==> config.mk <==
export PLATFORM = sky130hd
export DESIGN_NAME = axis_ingress_fifo_flat
export DESIGN_NICKNAME = d
export VERILOG_FILES = /design/src/rtl/params_pkg.sv /design/src/rtl/axi_stream_if.sv /design/src/rtl/axis_fifo_ram.sv /design/src/rtl/axis_ingress_fifo.sv /design/src/flat_wrapper.sv
export SDC_FILE = /design/constraint.sdc
export NUM_CORES = 1
export LEC_CHECK = 0
export CAP_MARGIN = 5
export CORE_MARGIN = 4
export CORE_UTILIZATION = 50
export DETAILED_ROUTE_END_ITERATION = 16
export PLACE_DENSITY = 0.68
export RECOVER_POWER = 100
export SLEW_MARGIN = 30
export SYNTH_ARGS = -nofsm -noshare
export SYNTH_HDL_FRONTEND = slang
export SYNTH_SLANG_ARGS = --single-unit
==> constraint.sdc <==
create_clock -name clk -period 3.6 [get_ports clk]
set_input_delay 0.9 -clock clk [delete_from_list [all_inputs] [get_ports clk]]
set_output_delay 0.9 -clock clk [all_outputs]
set_load 0.005 [all_outputs]
==> src/rtl/params_pkg.sv <==
// ============================================================================
// Module      : params_pkg
// Description : Shared stream parameters and the FIFO storage word type.
// Revision    : 1.0 - initial release
// ============================================================================
`default_nettype none

package params_pkg;

  localparam int AXIS_DATA_WIDTH         = 8;
  localparam int AXIS_FIFO_DEPTH_DEFAULT = 16;

  typedef struct packed {
    logic                       tlast;
    logic [AXIS_DATA_WIDTH-1:0] tdata;
  } axis_beat_t;

endpackage

`default_nettype wire

==> src/rtl/axi_stream_if.sv <==
// ============================================================================
// Module      : axi_stream_if
// Description : Minimal AXI-Stream bundle (tdata/tvalid/tlast/tready).
// Revision    : 1.0 - initial release
// ============================================================================
`default_nettype none

interface axi_stream_if;
  import params_pkg::*;

  logic [AXIS_DATA_WIDTH-1:0] tdata;
  logic                       tvalid;
  logic                       tlast;
  logic                       tready;

  modport master (output tdata, output tvalid, output tlast, input  tready);
  modport slave  (input  tdata, input  tvalid, input  tlast, output tready);
endinterface

`default_nettype wire

==> src/rtl/axis_fifo_ram.sv <==
// ============================================================================
// Module      : axis_fifo_ram
// Description : Simple dual-port beat store, synchronous write, async read.
// Revision    : 1.0 - initial release
// ============================================================================
`default_nettype none

module axis_fifo_ram
  import params_pkg::*;
#(
  parameter  int DEPTH = AXIS_FIFO_DEPTH_DEFAULT,
  localparam int AW    = $clog2(DEPTH)
) (
  input  logic          clk,
  input  logic          we_i,
  input  logic [AW-1:0] waddr_i,
  input  axis_beat_t    wdata_i,
  input  logic [AW-1:0] raddr_i,
  output axis_beat_t    rdata_o
);

  axis_beat_t mem_q [DEPTH];

  always_ff @(posedge clk) begin
    if (we_i) begin
      mem_q[waddr_i] <= wdata_i;
    end
  end

  assign rdata_o = mem_q[raddr_i];

endmodule

`default_nettype wire

==> src/rtl/axis_ingress_fifo.sv <==
// ============================================================================
// Module      : axis_ingress_fifo
// Description : FWFT AXI-Stream FIFO with fill level and stored-packet count.
// Revision    : 1.0 - initial release
// ============================================================================
`default_nettype none

module axis_ingress_fifo
  import params_pkg::*;
#(
  parameter  int DEPTH = AXIS_FIFO_DEPTH_DEFAULT,
  localparam int AW    = $clog2(DEPTH)
) (
  input  logic         clk,
  input  logic         reset,
  axi_stream_if.slave  s_axis,
  axi_stream_if.master m_axis,
  output logic [AW:0]  level,
  output logic [AW:0]  pkt_count,
  output logic         full,
  output logic         empty
);

  localparam logic [AW:0] ONE = {{AW{1'b0}}, 1'b1};

  logic [AW:0] wr_ptr_q, wr_ptr_d;
  logic [AW:0] rd_ptr_q, rd_ptr_d;
  logic [AW:0] level_q, level_d;
  logic [AW:0] pkt_count_q, pkt_count_d;
  logic        wr_en, rd_en, wr_last, rd_last;
  axis_beat_t  wr_beat, rd_beat;

  // Extra wrap bit distinguishes full from empty when the low bits match.
  assign full  = (wr_ptr_q[AW] != rd_ptr_q[AW]) && (wr_ptr_q[AW-1:0] == rd_ptr_q[AW-1:0]);
  assign empty = (wr_ptr_q == rd_ptr_q);

  assign s_axis.tready = !full && !reset;
  assign m_axis.tvalid = !empty;
  assign m_axis.tdata  = rd_beat.tdata;
  assign m_axis.tlast  = rd_beat.tlast;

  assign wr_en   = s_axis.tvalid && s_axis.tready;
  assign rd_en   = m_axis.tvalid && m_axis.tready;
  assign wr_last = wr_en && s_axis.tlast;
  assign rd_last = rd_en && rd_beat.tlast;
  assign wr_beat = '{tlast: s_axis.tlast, tdata: s_axis.tdata};

  assign level     = level_q;
  assign pkt_count = pkt_count_q;

  axis_fifo_ram #(
    .DEPTH (DEPTH)
  ) u_ram (
    .clk     (clk),
    .we_i    (wr_en),
    .waddr_i (wr_ptr_q[AW-1:0]),
    .wdata_i (wr_beat),
    .raddr_i (rd_ptr_q[AW-1:0]),
    .rdata_o (rd_beat)
  );

  always_comb begin
    wr_ptr_d    = wr_ptr_q;
    rd_ptr_d    = rd_ptr_q;
    level_d     = level_q;
    pkt_count_d = pkt_count_q;

    if (wr_en) wr_ptr_d = wr_ptr_q + ONE;
    if (rd_en) rd_ptr_d = rd_ptr_q + ONE;

    case ({wr_en, rd_en})
      2'b10:   level_d = level_q + ONE;
      2'b01:   level_d = level_q - ONE;
      default: level_d = level_q;
    endcase

    case ({wr_last, rd_last})
      2'b10:   pkt_count_d = pkt_count_q + ONE;
      2'b01:   pkt_count_d = pkt_count_q - ONE;
      default: pkt_count_d = pkt_count_q;
    endcase
  end

  always_ff @(posedge clk or posedge reset) begin
    if (reset) begin
      wr_ptr_q    <= '0;
      rd_ptr_q    <= '0;
      level_q     <= '0;
      pkt_count_q <= '0;
    end else begin
      wr_ptr_q    <= wr_ptr_d;
      rd_ptr_q    <= rd_ptr_d;
      level_q     <= level_d;
      pkt_count_q <= pkt_count_d;
    end
  end

endmodule

`default_nettype wire

==> src/flat_wrapper.sv <==
// flat-port wrapper written by rule: the top's interface ports become plain ports
module axis_ingress_fifo_flat import params_pkg::*;
#(
  parameter  int DEPTH = AXIS_FIFO_DEPTH_DEFAULT,
  localparam int AW    = $clog2(DEPTH)
)
  (clk, reset, level, pkt_count, full, empty, s_axis_tdata, s_axis_tvalid, s_axis_tlast, s_axis_tready, m_axis_tdata, m_axis_tvalid, m_axis_tlast, m_axis_tready);
  axi_stream_if s_axis_i ();
  axi_stream_if m_axis_i ();
  input  logic clk;
  input  logic reset;
  output logic [AW:0] level;
  output logic [AW:0] pkt_count;
  output logic full;
  output logic empty;
  input wire logic [$bits(s_axis_i.tdata)-1:0] s_axis_tdata;
  input wire logic [$bits(s_axis_i.tvalid)-1:0] s_axis_tvalid;
  input wire logic [$bits(s_axis_i.tlast)-1:0] s_axis_tlast;
  output wire logic [$bits(s_axis_i.tready)-1:0] s_axis_tready;
  output wire logic [$bits(m_axis_i.tdata)-1:0] m_axis_tdata;
  output wire logic [$bits(m_axis_i.tvalid)-1:0] m_axis_tvalid;
  output wire logic [$bits(m_axis_i.tlast)-1:0] m_axis_tlast;
  input wire logic [$bits(m_axis_i.tready)-1:0] m_axis_tready;
  assign s_axis_i.tdata = s_axis_tdata;
  assign s_axis_i.tvalid = s_axis_tvalid;
  assign s_axis_i.tlast = s_axis_tlast;
  assign s_axis_tready = s_axis_i.tready;
  assign m_axis_tdata = m_axis_i.tdata;
  assign m_axis_tvalid = m_axis_i.tvalid;
  assign m_axis_tlast = m_axis_i.tlast;
  assign m_axis_i.tready = m_axis_tready;
  axis_ingress_fifo #(.DEPTH(DEPTH)) u_core (.clk(clk), .reset(reset), .s_axis(s_axis_i), .m_axis(m_axis_i), .level(level), .pkt_count(pkt_count), .full(full), .empty(empty));
endmodule
==> results of run 1 <==
## repair_timing
| action | in CTS | in global routing |
|---|---|---|
| hold buffers | 0 | 0 |
| gates cloned | 0 | 1 |
| buffers inserted | 0 | 2 |
| pin swaps | 0 | 0 |
| gates resized for setup | 1 | 1 |
| setup endpoints to repair | 1 | 4 |
## stage by stage
step	setup WS, ps	cell area, µm²	hold WS, ps	total power, mW
2_1_floorplan	164.9	6938	461.7	4.010
3_3_place_gp	320.3	7448	470.7	4.667
3_5_place_dp	236.3	7448	467.2	4.707
4_1_cts	44.24	7979	482.3	6.319
5_1_grt	20.37	7996	506.5	6.635
6_report	163.1	7996	473.3	6.255
## flip-flops by register name (all words and copies together), names as in the netlist
register,flops
u_core.u_ram.mem_q,144
u_core.rd_ptr_q,5
u_core.wr_ptr_q,5
u_core.level,5
u_core.pkt_count,5
## worst max-delay path, stage by stage, from the launching register on
cell             delay, ps
dfrtp_1                550
buf_4                  270
mux4_2                 310
nor2b_1                140
a211oi_1               330
a21oi_1                 70
clkdlybuf4s50_1        460
## metal layers
layer	up-vias	share of wire [%]	GRT usage [%]
met4	0	1.3	5.741
met1	1733	44	23.56
met5	-	0	0
met3	15	5.7	4.488
li1	1557	-	-
met2	88	49	26.27
## power by group
group          switching, mW  internal (mW)
Combinational           1.05           1.17
Clock                  0.664          0.937
Sequential             0.162           2.28
## cell families (layout without fill, tap and decap cells)
logic type | count (synthesis) | in the layout | synth area share [%]
compound gates | 34 | 34 | 3.012
xor+xnor | 21 | 21 | 2.651
fa+ha+maj | 15 | 15 | 2.922
buf+inv | 34 | 98 | 3.516
flops | 164 | 164 | 69.54
mux | 48 | 48 | 13.69
simple gates | 54 | 54 | 4.671
## area by class of cell
| class | count | area, µm² |
|---|---|---|
| Inverter | 14 | 52.55 |
| Multi-Input combinational cell | 172 | 1866 |
| Clock buffer | 20 | 436.7 |
| Clock inverter | 12 | 90.09 |
| Fill cell | 1003 | 5404 |
| Sequential cell | 164 | 4826 |
| Tap cell | 176 | 220.2 |
| Timing Repair Buffer | 52 | 505.5 |
## Yosys cell counts (all sizes together), types with 2 or more instances
cell type	instances	area share (%)
or3b	2	0.25
a21o	2	0.22
dfrtp	20	7.2
mux4	35	12
xnor2	11	1.4
xor2	10	1.3
buf	11	1.4
nand4	3	0.27
a211oi	8	0.87
mux2i	12	1.7
fa	2	0.58
nand3	3	0.22
edfxtp	144	62
nor2	2	0.11
clkbuf	9	1.4
nor2b	11	0.99
a21oi	13	0.99
o21ai	9	0.65
nand2	11	0.60
ha	13	2.3
inv	14	0.76
and3	15	1.4
and2	3	0.29
## path summary, 6_finish.rpt
check	startpoint	slack (ps)	to	cells after the start
max	u_core.rd_ptr_q[2]	160	m_axis_tdata[0]	6
min in group asynchronous	reset	1320	u_core.pkt_count[0]	3
min	u_core.pkt_count[4]	470	u_core.pkt_count[4]	1
min reg2reg	u_core.pkt_count[4]	470	u_core.pkt_count[4]	1
max reg2reg	u_core.rd_ptr_q[2]	290	u_core.pkt_count[4]	13
max in group asynchronous	reset	1530	u_core.rd_ptr_q[0]	3
==> results.toml, run 1 <==
[outcome]
run_status = "completed"

[synth]
synthCells = 370
yosys_most_used_dff = "edfxtp_1"
synthArstFlopShare_pct = 12.20
syn_nets = 398
synth_area_um2 = 6938
synth_edf_count = 144
ys_warn_count = 0
yosysUniqueCellTypes = 38
post_synth.cell_area_avg_um2 = 18.75
synth_seq_cells = 164
synth-seq-area-share_pct = 69.54

[setup_path]
critical_path.endpoint_type = "primary output"
critPathArrivalTime_ps = 2540
critPathLaunchType = "flop"
cp_data_required_time_ps = 2700
critPathKind = "flop to primary output"
timing.critical_path.fanout_max = 9

[routing]
route.detailed.wl_per_inst_um = 20.86
routed_wl_mm = 12.72
detail_route.vias_per_cell = 5.562
vias = 3393
drtAntennaViolNets = 0
remaining_drc_errors = 0
first_pass_iters = 4
drt-initial-drc-count = 308

[die]
dieHeight_um = 125.8
core_um2 = 13400
fp.dieW_um = 125.8
initial_core_util_pct = 51.77
boundaryPins = 36
die_area_um2 = 15820
placementRows = 42

[timing]
hold_violations = 0
slew_headroom_pct = 26.16
timing_worst_slew_pin_value_ps = 1108
timing.final.setup_violations = 0
finalCriticalPeriod_ps = 3437
max_frequency_ghz = 0.2910
skew_ps = 7.762
setup_tns_ps = 0
rsz_0062_raised_after_global_routing = "no"
final.period_utilization_pct = 95.47
final_max_slew_viol_count = 0

[place]
gp_routability_congestion = 0.7786
dp_cells = 575
io_buffer_count = 35
detailedPlacementHpwl_mm = 8.098

[cts]
clock_buffer_depth = 2
clk_pin_slew_worst_paths_ps = 60
clock_insertion_delay_at_the_later_pin_of_the_skew_report_ps = 410
cts_tree = "done"
clock_tree.htree_level_count = 4
numCtsBuffers = 17
clockRootBuffer = "clkbuf_16"
cts_num_sinks = 164

[finish]
syn_to_final_growth_pct = 15.26
layout-drive-gt1-share_pct = 15.67
final_net_count = 449
commonest_non_fill_non_tap_cell_in_the_layout = "edfxtp_1"
antennaDiodeCount = 0
final_cell_count_no_fill = 610
layout_common_cells = "edfxtp_1, mux4_2, dlygate4sd3_1, dfrtp_1, clkbuf_16"
finish.utilization_pct = 59.67

[pwr]
power.leakage_nw = 2.835
power.density_nw_per_um2 = 782.2
worst_ir_drop_vdd_v = 0.0004498

[global_route]
grt_pass1_vias = 3498
antenna_violations_before_repair = 0
global_route.usage.total_pct = 16.91
first_pass_grt_wire_length_mm = 20.00
grt_max_degree = 40
grt-ovfl-total = 0

[worst_hold_path]
hold_class = "flop to flop"

[flow_run]
max-cap-violations = 0
(Power assumes the default switching activity.)
==> run 2: changes to the inputs <==
- CORE_MARGIN: 4 -> 2
==> run 2 against run 1 <==
Clock skew rose by 0.96 ps. Combinational power barely moved. Clock power rose by 11%. Critical path type unchanged. Global-route usage rose by 2.4 points. First-iteration DRC count fell by 8.1%. Utilization fell by 0.98 points. Critical endpoint unchanged.
==> results.toml, run 2 (same netlist as run 1, synthesis figures left out) <==
[outcome]
run_status = "completed"

[timing]
final_max_slew_viol_count = 0
slew_headroom_pct = 22.00
timing.final.setup_violations = 0
rsz_0062_raised_after_global_routing = "no"
max_frequency_ghz = 0.2853
setup_slack_ps = 95.27
timing_worst_slew_pin_value_ps = 1170
setup_tns_ps = 0
hold_violations = 0
skew_ps = 8.726
finalCriticalPeriod_ps = 3505
final.period_utilization_pct = 97.35

[finish]
final_net_count = 450
largest_register = "u_core.u_ram.mem_q"
commonest_non_fill_non_tap_cell_in_the_layout = "edfxtp_1"
stdcell_area_um2 = 8053
layout.filler_cells = 1040
layout-drive-gt1-share_pct = 17.93
syn_to_final_growth_pct = 16.07
layout_common_cells = "edfxtp_1, mux4_2, dlygate4sd3_1, dfrtp_1, clkbuf_16"
antennaDiodeCount = 0
largest_register_ff_count = 144

[cts]
clk_pin_slew_worst_paths_ps = 60
cts_num_sinks = 164
cts_hold_repair.buffers = 0
cts_tree = "done"
clock_buffer_depth = 2
clock_insertion_delay_at_the_later_pin_of_the_skew_report_ps = 430
clockRootBuffer = "clkbuf_16"
numCtsBuffers = 17
clock_tree.htree_level_count = 4

[routing]
first_pass_iters = 4
routed_wl_mm = 13.03
vias = 3414
remaining_drc_errors = 0
detail_route.vias_per_cell = 5.551
drtAntennaViolNets = 0
route.detailed.wl_per_inst_um = 21.18
drt-initial-drc-count = 283

[place]
dpl_cell_area_um2 = 7448
io_buffer_count = 35
dpl_worst_slack_ps = 214.1
detailedPlacementHpwl_mm = 8.199
gp_routability_congestion = 0.7983

[setup_path]
timing.critical_path.slowest_cell_delay_ps = 500
crit_family = "buffers and inverters"
critical_path.endpoint_type = "primary output"
slowest_stage = "mux4_2"
sum_of_buffers_and_inverters_on_the_critical_path = 2
timing.critical_path.cells = "buf_4 > mux4_2 > nor2b_1 > a211oi_1 > a21oi_1 > clkdlybuf4s50_1"
critPathLaunchType = "flop"
critPathArrivalTime_ps = 2600
cp_data_required_time_ps = 2700
timing.critical_path.fanout_max = 6
critPathKind = "flop to primary output"

[die]
initial_core_util_pct = 50.57
placementRows = 43
die_area_um2 = 14830
boundaryPins = 36
core_um2 = 13720
dieHeight_um = 121.8
fp.dieW_um = 121.8

[global_route]
first_pass_grt_wire_length_mm = 20.23
grt-ovfl-total = 0
antenna_violations_before_repair = 0
grt_pass1_vias = 3583
grt_max_degree = 21
global_route.usage.total_pct = 19.31

[worst_hold_path]
hold_class = "flop to flop"

[flow_run]
max-cap-violations = 0

[pwr]
power.leakage_nw = 2.860
power.density_nw_per_um2 = 799.8
worst_ir_drop_vdd_v = 0.0004623
## run 2: layout make-up
| type | instances | area (µm²) | area share (%) |
|---|---|---|---|
| clock inverter | 12 | 130.1 | 1.616 |
| multi-input combinational | 172 | 1872 | 23.24 |
| timing repair buffer | 53 | 486.7 | 6.044 |
| clock buffer | 20 | 456.7 | 5.671 |
| sequential | 164 | 4830 | 59.98 |
| inverter | 14 | 52.55 | 0.6526 |
| tap | 180 | 225.2 | 2.797 |
## run 2: timing repair
| action | in CTS | in global routing |
|---|---|---|
| resized for setup | 4 | 2 |
| setup endpoints to repair | 8 | 1 |
| buffers inserted | 3 | 0 |
## run 2: report_power, final
group,switching (mW),leakage (nW),internal [mW]
registers,0.178,1.54,2.28
clock network,0.716,0.286,1.06
logic,1.05,1.04,1.15
## run 2: routing by layer
metal | vias to the layer above | share of wire (%) | GRT usage [%] | routed length, µm
li1 | 1563 | - | - | -
met1 | 1755 | 41 | 24.12 | 5382
met2 | 83 | 53 | 32.58 | 6842
met3 | 13 | 4.6 | 4.588 | 598
met4 | 0 | 1.6 | 7.974 | 202
met5 | - | 0 | 0 | 0
## run 2: worst paths after layout
path,from,end,slack (ps),depth (start not counted)
setup / recovery,u_core.rd_ptr_q[0],m_axis_tdata[0],100,6
hold / removal,u_core.pkt_count[4],u_core.pkt_count[4],470,1
setup reg to reg,u_core.rd_ptr_q[1],u_core.level[4],270,13
hold reg to reg,u_core.pkt_count[4],u_core.pkt_count[4],470,1
max in group asynchronous,reset,u_core.rd_ptr_q[0],1430,3
min in group asynchronous,reset,u_core.wr_ptr_q[4],1330,3
## run 2: metrics by stage
step | util [%] | hold slack (ps) | power (mW) | cells
floorplan | - | 461.7 | 4.010 | 370
global placement | 54.29 | 470.6 | 4.682 | 580
detailed placement | 54.29 | 473.4 | 4.734 | 580
CTS | 58.82 | 486.0 | 6.560 | 615
global route | 58.70 | 497.1 | 6.768 | 615
finish | 58.70 | 470.5 | 6.441 | 615
## run 2: worst register-to-register path, delay by kind of cell (launching register included)
kind / cells / cell delay [ps]
xor gates and xnor gates: 2 / 430
DFF: 1 / 380
and+or+nand+nor: 4 / 700
buffers and inverters: 3 / 680
AOI/OAI and AO/OA: 2 / 360
adders and majority gates: 2 / 690
==> run 3: changes to the inputs <==
- RECOVER_POWER: 100 -> unset
- clock period: 3.6 -> 4 ns (I/O delays scaled with it)
==> run 3 against run 2 <==
Register-to-register slack better by 320 ps. First-iteration DRC count shrank 3.5%. Non-clock buffer count decreased by 3. Utilization decreased by 0.41 points.
==> results.toml, run 3 (same netlist as run 1, synthesis figures left out) <==
[outcome]
run_status = "completed"

[finish]
final_net_count = 447
layout.filler_cells = 1019
antennaDiodeCount = 0
commonest_non_fill_non_tap_cell_in_the_layout = "edfxtp_1"
stdcell_area_um2 = 7996
largest_register_ff_count = 144
largest_register = "u_core.u_ram.mem_q"
layout_common_cells = "edfxtp_1, clkdlybuf4s50_1, mux4_2, dfrtp_1, clkbuf_16"
finish.utilization_pct = 58.29
layout-drive-gt1-share_pct = 17.82
syn_to_final_growth_pct = 15.26

[setup_path]
critPathLaunchType = "flop"
critical_path.endpoint_type = "primary output"
timing.critical_path.slowest_cell_delay_ps = 700
slowest_stage = "dfrtp_1"
critPathArrivalTime_ps = 2820
timing.critical_path.cells = "buf_4 > mux4_2 > nor2b_1 > a211oi_1 > a21oi_1 > clkdlybuf4s50_1"
crit_start = "u_core.rd_ptr_q[2]"
worst-r2r-cell-count = 11
critPathKind = "flop to primary output"
cp_data_required_time_ps = 3000
timing.critical_path.fanout_max = 11
crit-reg2reg-launch = "u_core.rd_ptr_q[2]"

[die]
placementRows = 43
boundaryPins = 36
initial_core_util_pct = 50.57
core_um2 = 13720
fp.dieW_um = 121.8
dieHeight_um = 121.8
die_area_um2 = 14830

[global_route]
first_pass_grt_wire_length_mm = 19.33
global_route.usage.total_pct = 18.40
grt-ovfl-total = 0
grt_pass1_vias = 3642
antenna_violations_before_repair = 0
grt_max_degree = 30

[timing]
skew_ps = 7.758
setup_slack_ps = 180.0
finalCriticalPeriod_ps = 3820
timing.final.setup_violations = 0
setup_tns_ps = 0
final.period_utilization_pct = 95.50
final_max_slew_viol_count = 0
slew_headroom_pct = 57.52
timing_worst_slew_pin_value_ps = 637.3
rsz_0062_raised_after_global_routing = "no"
max_frequency_ghz = 0.2618
fin_worst_hold_slack_ps = 472.7
hold_violations = 0

[routing]
drtAntennaViolNets = 0
vias = 3372
detail_route.vias_per_cell = 5.510
first_pass_iters = 4
remaining_drc_errors = 0
routed_wl_mm = 12.55
route.detailed.wl_per_inst_um = 20.50
drt-initial-drc-count = 273

[pwr]
worst_ir_drop_vdd_v = 0.0004689
power.density_nw_per_um2 = 711.2
power.leakage_nw = 2.817

[cts]
clock_tree.htree_level_count = 4
cts_hold_repair.buffers = 0
clock_buffer_depth = 2
cts_setup_buffers = 0
cts_tree = "done"
clk_pin_slew_worst_paths_ps = 70
numCtsBuffers = 17
cts_num_sinks = 164
clockRootBuffer = "clkbuf_16"
cts_repair_resize_count = 0
clock_insertion_delay_at_the_later_pin_of_the_skew_report_ps = 420

[place]
dpl_cell_area_um2 = 7436
gp_routability_congestion = 0.7887
detailedPlacementHpwl_mm = 8.034
dpl_worst_slack_ps = 445.7
io_buffer_count = 35

[worst_hold_path]
hold_class = "flop to flop"
hold_path.startpoint = "u_core.level[4]"
hold-path-cell-count = 1

[flow_run]
max-cap-violations = 0
[run 3: path summary, 6_finish.rpt]
path	to	slack (ps)
min	u_core.level[4]	470
max	m_axis_tdata[5]	180
min in group asynchronous	u_core.level[0]	980
max reg2reg	u_core.pkt_count[4]	590
max in group asynchronous	u_core.rd_ptr_q[0]	2770
min reg2reg	u_core.level[4]	470
[run 3: power by group]
part,leakage (nW),total [mW],internal (mW),switching [mW]
combinational,1.02,1.92,1.03,0.884
sequential,1.54,2.24,2.05,0.188
clock,0.259,1.53,0.859,0.668
total,2.82,5.69,3.95,1.74
[run 3: cell type report]
cell class	instances	area (µm²)	share of cell area [%]
Sequential cell	164	4828	60.38
Clock buffer	17	425.4	5.320
Multi-Input combinational cell	172	1869	23.38
Inverter	14	52.55	0.6572
Tap cell	180	225.2	2.816
Timing Repair Buffer	50	462.9	5.789
Clock inverter	15	132.6	1.659
[run 3: worst max-delay path: cells and delay by family, from the launching register on]
kind            cells  cell delay, ps
mux                 1             310
buf+inv             2             780
flops               1             700
simple gates        1             140
compound gates      2             460
[run 3: stage by stage]
step,power (mW),std cells
after detailed placement,4.219,580
after global placement,4.166,580
after CTS,5.750,612
after global routing,5.992,612
final,5.687,612
after floorplan,3.609,370
[run 3: routing by layer]
layer / global-route usage, % / vias up / part of all wire, %
met4: 7.974 / 0 / 2.1
met2: 31.01 / 72 / 52
met3: 4.822 / 19 / 3.8
met5: 0 / - / 0
li1: - / 1552 / -
met1: 22.53 / 1729 / 42
==> RTL change (flow settings as in run 3) <==
Reset style: synchronous (`reset`), changed in one clocked block. Comments in the files are not updated.
--- a/src/rtl/axis_ingress_fifo.sv
+++ b/src/rtl/axis_ingress_fifo.sv
@@ -83,3 +83,3 @@
 
-  always_ff @(posedge clk or posedge reset) begin
+  always_ff @(posedge clk) begin
     if (reset) begin
Check against the original RTL: differs if reset is asserted again (counterexample within 4 cycles, from zero or initial values and one cycle with reset high); with reset held inactive, the same outputs for 4 cycles.
==> RTL change against run 3 <==
  * Worst hold slack better by 0.064 ns
  * Maximum frequency up 3.1%
  * Register-to-register slack worse by 0.10 ns
  * Sequential share of layout area down 0.87 points
  * Wire length up 5.0%
  * Count of clock-buffer cells in the layout up 3
  * Area after synthesis up 0.78%
  * Setup slack better by 0.11 ns
  * Sequential cell count up 4
  * Final area up 0.99%
  * Cell count down 0.33%
  * Via count up 3.1%
Power is not compared: it rests on default switching activity, and its combinational part moved more than twofold at a synthesized area within 25%.
==> RTL change: results (changes against run 3) <==
* GRT Resource Usage Total at 19.2% (was 18.4%)
* Post-Route Skew at 0.00936 ns (was 0.00776 ns)
* Worst Hold Class: register to register (unchanged)
* Post-synth EDFFs at 144 (unchanged)
* Post-synthesis sequential area ratio at 68.7% (was 69.5%)
* Post-DP Area at 7530 um2 (was 7440 um2)
* Finished Layout Cells at 610 (was 612)
* Share of post-route cells with drive strength above 1 at 12.8% (was 17.8%)
* Root Buffer: clkbuf_16 (unchanged)
* Metal3 WL at 684 um (was 474 um)
* Total CTS buffers at 17 (unchanged)
* Drt first pass iters at 5 (was 4)
* Hpwl dp at 7810 um (was 8030 um)
* Placed cell count at 579 (was 580)
* Input/output buffers at 35 (unchanged)
* Max stage delay on crit path at 0.64 ns (was 0.70 ns)
* Crit path DAT at 2.71 ns (was 2.82 ns)
* Status: completed (unchanged)
* Crit-path max FO at 16 (was 11)
* Gpl congestion at 0.748 (was 0.789)
* Filler cell count in the final layout at 1055 (was 1019)
* First-pass GRT wire length at 19900 um (was 19300 um)
* Comb pwr share at 14.9%
* Post-synth top cells: 144 x edfxtp_1, 27 x mux4_1, 25 x nor2_1 (was 144 x edfxtp_1, 27 x mux4_2, 20 x dfrtp_1)
* Mean Syn Cell Area at 18.8 um2 (about the same)
* DR WL met2 at 6560 um (was 6520 um)
* Yosys cell types at 37 (was 38)
* Placement Setup Slack at 0.232 ns (was 0.446 ns)
* Ys async rst share at 0% (was 12.2%)
* Ranking of synthesized cells by area: edfxtp_1 62%, mux4_1 10%, dfxtp_1 6.9%, mux4_2 5.5%, ha_1 2.3% (was edfxtp_1 62%, mux4_2 8.8%, dfrtp_1 7.2%, mux4_1 3.0%, ha_1 2.3%)
* Maximum number of pins on one net before global-route repair at 27 (was 30)
* Nets@finish at 446 (was 447)
* Drt via density at 5.70 (was 5.51)
* Number of global-route vias before repair at 3505 (was 3642)
* Initial DRC count at 322 (was 273)
* Post-Route M1 WL at 5740 um (was 5280 um)
* Syn_nets at 400 (was 398)
* Measured slew at the worst slew-check pin at 0.711 ns (was 0.637 ns)
* Top delay family on crit path: multiplexers (was buffers and inverters)
-- RTL change: cell count changes in the layout (fill, tap and decap cells not counted), sizes merged, moves of 8 or more --
| cell | before | now |
|---|---|---|
| dfrtp | 20 | 0 |
| nand2 | 11 | 3 |
| mux4 | 35 | 44 |
| dfxtp | 0 | 24 |
| nor2 | 2 | 26 |
-- RTL change: final timing paths --
check,start,end,slack (ns),cells past startpoint
min,u_core.pkt_count[3],u_core.pkt_count[3],0.54,2
max reg2reg,register,u_core.pkt_count[4],0.49,12
max,register,m_axis_tdata[5],0.29,4
min reg2reg,u_core.pkt_count[3],u_core.pkt_count[3],0.54,2
-- RTL change: layout make-up --
cell class	count	area (um2)	area share (%)
multi-input combinational	174	2020	25.1
clock buffer	20	437	5.41
inverter	14	52.6	0.651
tap	180	225	2.79
sequential	168	4810	59.5
timing repair buffer	43	423	5.24
clock inverter	11	108	1.33
-- RTL change: kinds of logic after synthesis --
kind of cell             count (synthesis)  share of synthesized area [%]
AO/OA/AOI/OAI                           22                           1.81
XOR/XNOR                                18                           2.25
adder cells (fa/ha/maj)                 15                           2.90
buffers and inverters                   30                           2.33
flip-flops                             168                           68.7
multiplexers                            51                           16.7
AND/OR/NAND/NOR                         68                           5.33
-- RTL change: worst register-to-register path, stage by stage, from the launching register on --
cell	delay, ns
dfxtp_2	0.40
buf_4	0.25
mux4_1	0.61
mux2i_1	0.15
a21oi_1	0.14
and2_1	0.19
ha_1	0.25
ha_1	0.32
nor2b_1	0.16
o21ai_1	0.18
a21oi_1	0.09
or3b_1	0.35
mux2_1	0.31
-- RTL change: routing by layer --
| layer | GRT usage [%] | up-vias |
|---|---|---|
| met4 | 6.75 | 0 |
| li1 | - | 1583 |
| met1 | 25.7 | 1771 |
| met2 | 30.9 | 108 |
| met5 | 0 | - |
| met3 | 4.74 | 16 |
